--- src/rtl/register_file_mp_pkg.sv ---
// Shared constants for the multi-port register file.
// Default geometry and the hardwired-zero register index.
package register_file_mp_pkg;

    localparam int XLEN_DEF   = 32;
    localparam int NREGS_DEF  = 32;
    localparam int NRD_DEF    = 2;
    localparam int BYPASS_DEF = 1;
    localparam int ZERO_REG   = 0;

endpackage

--- src/rtl/register_file_mp_if.sv ---
// Register file bus: writeback, issue, flush, read ports.
// master drives addresses/controls; slave returns data/busy/count.
interface register_file_mp_if
    import register_file_mp_pkg::*;
#(
    parameter int XLEN  = XLEN_DEF,
    parameter int NREGS = NREGS_DEF,
    parameter int NRD   = NRD_DEF
);
    localparam int AW = $clog2(NREGS);

    logic              we;
    logic [AW-1:0]     wa;
    logic [XLEN-1:0]   wd;
    logic [NRD*AW-1:0] ra;
    logic [NRD*XLEN-1:0] rd;
    logic [NRD-1:0]    rd_busy;
    logic              iss_valid;
    logic [AW-1:0]     iss_rd;
    logic              flush;
    logic [AW:0]       busy_cnt;
    logic              idle;

    modport master (
        output we, wa, wd, ra,
        output iss_valid, iss_rd, flush,
        input  rd, rd_busy,
        input  busy_cnt, idle
    );

    modport slave (
        input  we, wa, wd, ra,
        input  iss_valid, iss_rd, flush,
        output rd, rd_busy,
        output busy_cnt, idle
    );

endinterface

--- src/rtl/register_file_mp_scoreboard.sv ---
// Busy scoreboard: one bit per register, flush > issue > write.
// Ports: write/issue/flush controls in; busy vector, count, idle out.
module register_file_mp_scoreboard
    import register_file_mp_pkg::*;
#(
    parameter int NREGS = NREGS_DEF,
    parameter int AW    = $clog2(NREGS)
) (
    input  logic             clk,
    input  logic             rst_n,
    input  logic             we,
    input  logic [AW-1:0]    wa,
    input  logic             iss_valid,
    input  logic [AW-1:0]    iss_rd,
    input  logic             flush,
    output logic [NREGS-1:0] busy,
    output logic [AW:0]      busy_cnt,
    output logic             idle
);

    logic [NREGS-1:0] busy_nx;
    logic [AW:0]      cnt_nx;

    // Issue is applied after the write clear so a
    // same-edge issue to the written reg keeps it busy.
    always_comb begin
        busy_nx = busy;
        cnt_nx  = '0;
        if (flush) begin
            busy_nx = '0;
        end else begin
            if (we && wa != AW'(ZERO_REG))
                busy_nx[wa] = 1'b0;
            if (iss_valid && iss_rd != AW'(ZERO_REG))
                busy_nx[iss_rd] = 1'b1;
        end
        busy_nx[ZERO_REG] = 1'b0;
        for (int i = 0; i < NREGS; i++)
            cnt_nx = cnt_nx + {{AW{1'b0}}, busy_nx[i]};
    end

    always_ff @(posedge clk or negedge rst_n) begin
        if (!rst_n) begin
            busy     <= '0;
            busy_cnt <= '0;
        end else begin
            busy     <= busy_nx;
            busy_cnt <= cnt_nx;
        end
    end

    assign idle = (busy_cnt == '0);

endmodule

--- src/rtl/register_file_mp.sv ---
// Multi-read-port integer register file with busy scoreboard.
// Ports: clk, rst_n (async low), bus (slave side of register_file_mp_if).
module register_file_mp
    import register_file_mp_pkg::*;
#(
    parameter int XLEN   = XLEN_DEF,
    parameter int NREGS  = NREGS_DEF,
    parameter int NRD    = NRD_DEF,
    parameter int BYPASS = BYPASS_DEF
) (
    input  logic clk,
    input  logic rst_n,
    register_file_mp_if.slave bus
);

    localparam int AW = $clog2(NREGS);

    logic [XLEN-1:0]  regs [NREGS];
    logic [NREGS-1:0] busy;
    logic [XLEN-1:0]  rdv  [NRD];
    logic             bsy  [NRD];

    // x0 is never written, so it stays at its reset value of 0.
    always_ff @(posedge clk or negedge rst_n) begin
        if (!rst_n) begin
            for (int i = 0; i < NREGS; i++)
                regs[i] <= '0;
        end else if (bus.we && bus.wa != AW'(ZERO_REG)) begin
            regs[bus.wa] <= bus.wd;
        end
    end

    register_file_mp_scoreboard #(
        .NREGS (NREGS),
        .AW    (AW)
    ) u_sb (
        .clk       (clk),
        .rst_n     (rst_n),
        .we        (bus.we),
        .wa        (bus.wa),
        .iss_valid (bus.iss_valid),
        .iss_rd    (bus.iss_rd),
        .flush     (bus.flush),
        .busy      (busy),
        .busy_cnt  (bus.busy_cnt),
        .idle      (bus.idle)
    );

    for (genvar g = 0; g < NRD; g++) begin : g_rd
        logic [AW-1:0] a;
        logic          nz;
        logic          hit;
        logic          iss_hit;

        assign a   = bus.ra[g*AW +: AW];
        assign nz  = (a != AW'(ZERO_REG));
        assign hit = (BYPASS != 0) && bus.we
                   && (bus.wa == a) && nz;
        assign iss_hit = bus.iss_valid
                       && (bus.iss_rd == a);

        // A forwarded write retires the producer, so busy
        // only survives if a new producer issues this cycle.
        assign rdv[g] = !nz ? '0
                      : hit ? bus.wd
                      : regs[a];
        assign bsy[g] = nz && (hit ? iss_hit : busy[a]);
    end

    always_comb begin
        bus.rd      = '0;
        bus.rd_busy = '0;
        for (int i = 0; i < NRD; i++) begin
            bus.rd[i*XLEN +: XLEN] = rdv[i];
            bus.rd_busy[i]         = bsy[i];
        end
    end

endmodule

--- src/flat_wrapper.sv ---
// flat-port wrapper written by rule: the top's interface ports become plain ports
module register_file_mp_flat import register_file_mp_pkg::*;
#(
    parameter int XLEN   = XLEN_DEF,
    parameter int NREGS  = NREGS_DEF,
    parameter int NRD    = NRD_DEF,
    parameter int BYPASS = BYPASS_DEF
)
  (clk, rst_n, bus_we, bus_wa, bus_wd, bus_ra, bus_iss_valid, bus_iss_rd, bus_flush, bus_rd, bus_rd_busy, bus_busy_cnt, bus_idle);
  register_file_mp_if #(.XLEN(XLEN), .NREGS(NREGS), .NRD(NRD)) bus_i ();
  input  logic clk;
  input  logic rst_n;
  input wire logic [$bits(bus_i.we)-1:0] bus_we;
  input wire logic [$bits(bus_i.wa)-1:0] bus_wa;
  input wire logic [$bits(bus_i.wd)-1:0] bus_wd;
  input wire logic [$bits(bus_i.ra)-1:0] bus_ra;
  input wire logic [$bits(bus_i.iss_valid)-1:0] bus_iss_valid;
  input wire logic [$bits(bus_i.iss_rd)-1:0] bus_iss_rd;
  input wire logic [$bits(bus_i.flush)-1:0] bus_flush;
  output wire logic [$bits(bus_i.rd)-1:0] bus_rd;
  output wire logic [$bits(bus_i.rd_busy)-1:0] bus_rd_busy;
  output wire logic [$bits(bus_i.busy_cnt)-1:0] bus_busy_cnt;
  output wire logic [$bits(bus_i.idle)-1:0] bus_idle;
  assign bus_i.we = bus_we;
  assign bus_i.wa = bus_wa;
  assign bus_i.wd = bus_wd;
  assign bus_i.ra = bus_ra;
  assign bus_i.iss_valid = bus_iss_valid;
  assign bus_i.iss_rd = bus_iss_rd;
  assign bus_i.flush = bus_flush;
  assign bus_rd = bus_i.rd;
  assign bus_rd_busy = bus_i.rd_busy;
  assign bus_busy_cnt = bus_i.busy_cnt;
  assign bus_idle = bus_i.idle;
  register_file_mp #(.XLEN(XLEN), .NREGS(NREGS), .NRD(NRD), .BYPASS(BYPASS)) u_core (.clk(clk), .rst_n(rst_n), .bus(bus_i));
endmodule
--- config.mk ---
export PLATFORM = sky130hd
export DESIGN_NAME = register_file_mp_flat
export DESIGN_NICKNAME = d
export VERILOG_FILES = /design/src/rtl/register_file_mp_pkg.sv /design/src/rtl/register_file_mp_if.sv /design/src/rtl/register_file_mp_scoreboard.sv /design/src/rtl/register_file_mp.sv /design/src/flat_wrapper.sv
export SDC_FILE = /design/constraint.sdc
export NUM_CORES = 2
export LEC_CHECK = 0
export CORE_UTILIZATION = 63
export DETAILED_ROUTE_END_ITERATION = 8
export MAX_ROUTING_LAYER = met4
export PLACE_DENSITY = 0.81
export REMOVE_ABC_BUFFERS = 1
export SLEW_MARGIN = 20
export SYNTH_ARGS = -nofsm -noshare
export SYNTH_HDL_FRONTEND = slang
export SYNTH_SLANG_ARGS = --single-unit
--- constraint.sdc ---
create_clock -name clk -period 5.85 [get_ports clk]
set_clock_uncertainty 0.15 [all_clocks]
set_input_delay 1.755 -clock clk [delete_from_list [all_inputs] [get_ports clk]]
set_output_delay 1.755 -clock clk [all_outputs]
set_load 0.05 [all_outputs]
# Yosys cells after proc, flatten, opt, wreduce, memory -nomap -nowiden
# Cells that the tools add are included.
# classes
addsub	30
order_cmp	10
eq_ne	4
n_mux	27
bitwise_logic	6
n_reduce_logical	18
# op_table
cell	count
1024-bit bitwise mux	1
32-bit 2-to-1 mux	13
32-bit binary-select mux with 5-bit select	2
32-bit demux with 5-bit select	1
6-bit by 1-bit adder with 6-bit output	25
32-bit bitwise AND	1
32-bit NOT	1
32-bit bitwise OR	1
5-bit by 6-bit < comparator with 1-bit output (second input constant)	4
5-bit == test	4
5-bit nonzero test	4
6-bit greater-or-equal comparator (second input constant)	3
5-bit NOT with 6-bit output	3
1-bit logical AND	13
1-bit binary-select mux with 5-bit select	2
1-bit demux with 5-bit select	2
5-bit by 1-bit greater-or-equal comparator with 1-bit output (second input constant)	2
5-bit by 1-bit adder with 6-bit output	1
6-bit zero test	1
6-bit by 1-bit < comparator with 1-bit output (second input constant)	1
1-bit 2-to-1 mux	6
4-bit by 1-bit adder with 5-bit output	1
3-bit by 1-bit adder with 4-bit output	1
2-bit by 1-bit adder with 3-bit output	1
1-bit by 1-bit adder with 2-bit output	1
# totals
register_bits	1061
inputBits	57
output_inout_bits	73
wordCells	129

# Depth between registers and ports, before layout
# logic_depth
ltp_word	41
depth_mapped	23
mapped_depth_nobuf	21

# By module
# From an unflattened synthesis, not the netlist that was laid out.
# unflattened
cells_unflattened	4222
area_unflattened_um2	58625.0
# by_module_without_submodules
module	n_inst	cells_each	area_per_inst_um2	seq_area_each_um2
register_file_mp	1	3971	56112.6	25624.6
register_file_mp_scoreboard	1	251	2512.4	925.9

# Worst setup path before layout
# OpenSTA, ideal clock, no wires.
# synth_path
path_kind	input to register
start	input port bus_wa[2]
end	register u_core.u_sb.busy_cnt[4]
setup_ns	0.080
arrival_ns	7.164
required_ns	5.620
path_slack_ns	-1.544
path_stages	19
path_buffers	2
cell_sequence	buf_2 > nor3b_1 > nand2_1 > clkbuf_1 > a32oi_1 > nor2_1 > fa_1 > inv_1 > fa_1 > fa_1 > fa_1 > fa_1 > inv_1 > fa_1 > fa_1 > fa_1 > a21o_1 > a21oi_1 > xnor2_1
# synth_between
word_cells_on_any_way	44
cone_classes	add/sub: 30; order compare: 2; mux: 6; bitwise: 3; reduce/logical: 3
# synth_lines
item	line	rtl
start: declaration	flat_wrapper.sv:14	input wire logic [$bits(bus_i.wa)-1:0] bus_wa;
5-bit by 6-bit < comparator with 1-bit output (implied by the code) or 5-bit by 1-bit greater-or-equal comparator with 1-bit output (tied branches)	register_file_mp_scoreboard.sv:33	busy_nx[wa] = 1'b0;
1-bit logical AND (implied by the code)	register_file_mp_scoreboard.sv:33	
1-bit 2-to-1 mux (implied by the code)	register_file_mp_scoreboard.sv:33	
1-bit demux with 5-bit select	register_file_mp_scoreboard.sv:33	
32-bit NOT (no line)	-	
32-bit bitwise AND (no line)	-	
32-bit 2-to-1 mux *	register_file_mp_scoreboard.sv:32	if (we && wa != AW'(ZERO_REG))
32-bit 2-to-1 mux *	register_file_mp_scoreboard.sv:29	if (flush) begin
32-bit bitwise OR (no line)	-	
32-bit 2-to-1 mux *	register_file_mp_scoreboard.sv:34	if (iss_valid && iss_rd != AW'(ZERO_REG))
32-bit 2-to-1 mux *	register_file_mp_scoreboard.sv:29	
via u_core.u_sb.busy_nx[4]	register_file_mp_scoreboard.sv:21	logic [NREGS-1:0] busy_nx;
3-bit by 1-bit adder with 4-bit output *	register_file_mp_scoreboard.sv:39	cnt_nx = cnt_nx + {{AW{1'b0}}, busy_nx[i]};
4-bit by 1-bit adder with 5-bit output *	register_file_mp_scoreboard.sv:39	
5-bit by 1-bit adder with 6-bit output *	register_file_mp_scoreboard.sv:39	
6-bit by 1-bit adder with 6-bit output * (25 in series)	register_file_mp_scoreboard.sv:39	
via u_core.u_sb.cnt_nx[4]	register_file_mp_scoreboard.sv:22	logic [AW:0] cnt_nx;
end signal: assignment	register_file_mp_scoreboard.sv:48	busy_cnt <= cnt_nx;
end: declaration	register_file_mp_scoreboard.sv:17	output logic [AW:0] busy_cnt,
# Mark *: on every way through the listed nets, which the timed path passes. The rest lies on a longest branch. The select of a mux whose other input is x is not followed.
# A chain may end at the register's enable or synchronous reset.

# Worst setup path after layout
# layout_path
start	input port bus_iss_rd[3]
end	register u_core.u_sb.busy_cnt[4]
# layout_between
elab_chain_len	37
word_cells_on_any_way	40
cone_classes	add/sub: 30; order compare: 2; mux: 4; bitwise: 1; reduce/logical: 3
# layout_lines
item	line	rtl
start: declaration	flat_wrapper.sv:18	input wire logic [$bits(bus_i.iss_rd)-1:0] bus_iss_rd;
5-bit by 6-bit < comparator with 1-bit output (implied by the code) or 5-bit by 1-bit greater-or-equal comparator with 1-bit output (tied branches)	register_file_mp_scoreboard.sv:35	busy_nx[iss_rd] = 1'b1;
1-bit logical AND (implied by the code)	register_file_mp_scoreboard.sv:35	
1-bit 2-to-1 mux (implied by the code)	register_file_mp_scoreboard.sv:35	
1-bit demux with 5-bit select	register_file_mp_scoreboard.sv:35	
32-bit bitwise OR (no line)	-	
32-bit 2-to-1 mux *	register_file_mp_scoreboard.sv:34	
32-bit 2-to-1 mux *	register_file_mp_scoreboard.sv:29	
1-bit by 1-bit adder with 2-bit output	register_file_mp_scoreboard.sv:39	
2-bit by 1-bit adder with 3-bit output	register_file_mp_scoreboard.sv:39	
3-bit by 1-bit adder with 4-bit output	register_file_mp_scoreboard.sv:39	
4-bit by 1-bit adder with 5-bit output	register_file_mp_scoreboard.sv:39	
5-bit by 1-bit adder with 6-bit output	register_file_mp_scoreboard.sv:39	
6-bit by 1-bit adder with 6-bit output (24 in series)	register_file_mp_scoreboard.sv:39	
6-bit by 1-bit adder with 6-bit output *	register_file_mp_scoreboard.sv:39	
via u_core.u_sb.cnt_nx[4]	register_file_mp_scoreboard.sv:22	
# Mark *: on every way through the listed nets, which the timed path passes. The rest lies on a longest branch.

==> flow_summary_export.csv <==
group,metric,value,unit
yosys,syn_avg_cell_area,14.19,um2
layout,fin_area,69060,um2
route,wl_per_cell,34.19,um
layout,multi_input_area,29700,um2
layout,fillers,5199,
clock_tree,cts.sinks,1061,
placed_design,hpwlAfterDp,113200,um
layout,final_nets,4504,
run_status,status,"finished with violations",
yosys,yosys.area.top_type,"dfrtp_1",
power,ir_drop,238.9,uV
floorplan,start_util,63.46,%
route,antenna_left,0,
clock_tree,ctsLongestPathBuffers,3,
global_route,grt_pass1_wl,285600,um
route,drc,0,
clock_tree,cts-root-buf,"clkbuf_16",
min_path,whs_path_depth,0,
placed_design,post_dp_cell_area,63940,um2
yosys,synth.top_cell.area_share,45.71,%
route,drt_wl_total,194500,um
global_route,grt_max_degree,136,
clock_tree,hold_buffers,0,
power,total_power,22.05,mW
global_route,groute.usage.overall,42.87,%
critical_path,rr_worst_depth,16,
clock_tree,cts_tree,"built",
clock_tree,numCtsBuffers,109,
run,maxCapViolations,0,
route,viasPerCell,7.485,
yosys,ys_ff_latch,1061,
yosys,synth-async-reset-ratio,100.0,%
sta,finalHoldViolCount,0,
clock_tree,insertion_delay,0.72,ns
yosys,ys.flop_type,"dfrtp_1",
floorplan,placementRows,111,
sta,fin_crit_sh,112.1,%
yosys,syn_area,58090,um2
layout,drive_gt1_share,52.15,%
sta,min_period,6.560,ns
yosys,yosysUniqueCellTypes,69,
floorplan,coreArea,91520,um2
floorplan,dieWidth,305.6,um
placed_design,place_ws,-1.989,ns
route,firstDrtPassIters,9,
critical_path,worstPathArrival,7.02,ns
yosys,synthTopCellsByArea,"dfrtp_1 46%, mux2_2 20%, mux4_2 15%",
sta,fmax,152.4,MHz
sta,timing.setup.tns,-3.270,ns
yosys,synthCells,4094,
sta,setup_ws,-0.7097,ns
placed_design,portBuffers,129,
critical_path,worstPathMaxFanout,5,
critical_path,startpoint_type,"primary input",
critical_path,path_class,"in -> reg",
min_path,min_path_type,"reg -> reg",
sta,slew_headroom,31.67,%
global_route,antenna_found_initial,3,
floorplan,die-area,93420,um2
global_route,grt_pass1_vias,43920,
route,via_count,42600,
layout,area_growth,18.89,%
layout,seq_area,26550,um2
sta,tightestPinTransition,1.025,ns
run_status,violations,"setup timing",
critical_path,required,6.31,ns
layout,final_common_cell,"dfrtp_1",
power,p_leak,30.68,nW
layout,layout_common_cells,"1,061 x dfrtp_1, 1,021 x mux2_2, 406 x buf_4, 382 x mux4_2, 174 x mux2i_1",
route,drt-initial-drc-count,5944,
critical_path,end_kind,"register",
yosys,synth_edf_count,0,
floorplan,die_h,305.6,um
clock_tree,cts_max_level,3,
sta,slew_viol_final,0,
sta,rsz0062_at_grt,"yes",
global_route,overflow,0,
clock_tree,path_clk_slew,0.06,ns
floorplan,ios,130,
yosys,yosysSeqAreaShare,45.71,%
sta,finalSetupViolations,10,
power,power_density,319.3,nW/um2
yosys,synth_warnings,0,
placed_design,gp_congestion,0.9223,
==> sequential cells by signal, summed over array words and instances (netlist names) <==
register              cells
u_core.regs            1024
u_core.u_sb.busy         31
u_core.u_sb.busy_cnt      6
==> layout make-up <==
class | count | share of cell area [%]
diodes | 3 | 0.01087
repair buffers | 671 | 10.93
flip-flops and latches | 1061 | 38.45
clock buffers | 158 | 4.629
clock inverters | 38 | 0.6051
inverters | 41 | 0.2247
multi-input cells | 2533 | 43.01
well taps | 1186 | 2.149
==> power by group <==
| part | switching (mW) | internal [mW] | leakage (nW) |
|---|---|---|---|
| logic | 2.19 | 2.93 | 15.3 |
| clock network | 3.05 | 4.09 | 1.77 |
| registers | 1.09 | 8.69 | 13.6 |
==> worst max-delay path, stage by stage <==
cell	delay [ns]
buf_6	0.10
buf_6	0.13
buf_6	0.12
and3b_2	0.27
nand2_1	0.08
a21o_1	0.22
fa_1	0.55
fa_1	0.52
inv_1	0.05
fa_1	0.50
inv_2	0.04
fa_1	0.46
fa_1	0.49
inv_1	0.05
fa_1	0.45
fa_2	0.38
fa_2	0.40
a21o_1	0.17
a21oi_2	0.15
xnor2_1	0.13
==> per-stage QoR <==
step                instances  hold WS, ns  util, %
floorplan                3635       0.2189        -
global placement         5412       0.2301    69.86
detailed placement       5412       0.2344    69.86
CTS                      5669       0.2485    74.71
global route             5691       0.2596    75.45
finish                   5691       0.2490    75.45
==> cell usage after synthesis (5+ instances only) <==
master / n
a211oi_1: 6
a21o_1: 19
a21oi_1: 18
a221o_1: 33
a221oi_1: 45
a22o_1: 25
a22oi_1: 58
and2_1: 5
buf_1: 30
buf_12: 10
buf_2: 124
buf_4: 50
buf_6: 23
clkbuf_1: 220
dfrtp_1: 1061
fa_1: 23
ha_1: 7
inv_1: 40
mux2_1: 40
mux2_2: 1021
mux2i_1: 175
mux4_1: 32
mux4_2: 382
nand2_1: 59
nand2b_1: 5
nand3_1: 8
nand3b_1: 8
nand4_1: 26
nor2_1: 132
nor2b_1: 15
nor3_1: 136
nor3b_1: 7
o21ai_0: 65
o221ai_1: 37
o22ai_1: 69
xnor2_1: 14
xor2_1: 9
==> logic make-up (layout without fill, tap and decap cells) <==
logic type	count (synthesis)	in the layout	share of synthesized area [%]
mux	1650	1650	39.84
fa+ha+maj	30	30	0.9435
xor+xnor	23	23	0.3468
simple gates	431	431	3.664
buf+inv	500	908	4.437
compound gates	399	399	5.056
flops	1061	1061	45.71
other cells	0	3	0
==> layer usage <==
layer	global-route usage (%)	part of all wire, %	routed length (um)
met5	-	0	0
met2	62.03	45	87490
met4	22.54	6.5	12720
met1	55.11	35	68660
met3	12.49	13	25680
==> final timing paths <==
path	slack [ns]	start	end
max in group asynchronous	3.18	rst_n	u_core.regs[284]$_DFFE_PN0P_
worst max-delay path	-0.71	bus_iss_rd[3]	u_core.u_sb.busy_cnt[4]$_DFF_PN0_
worst min register to register	0.25	u_core.regs[1010]$_DFFE_PN0P_	u_core.regs[1010]$_DFFE_PN0P_
worst min-delay path	0.25	u_core.regs[1010]$_DFFE_PN0P_	u_core.regs[1010]$_DFFE_PN0P_
worst max register to register	0.48	u_core.u_sb.busy[20]$_DFF_PN0_	u_core.u_sb.busy_cnt[4]$_DFF_PN0_
min in group asynchronous	0.86	rst_n	u_core.regs[980]$_DFFE_PN0P_
==> repair_timing <==
item,in CTS,in global routing
resized for setup,141,99
setup buffers,60,19
cloned,2,5
endpoints found under the setup margin,71,67
pin swaps,52,50
No activity file was read; power rests on OpenSTA's default activity.
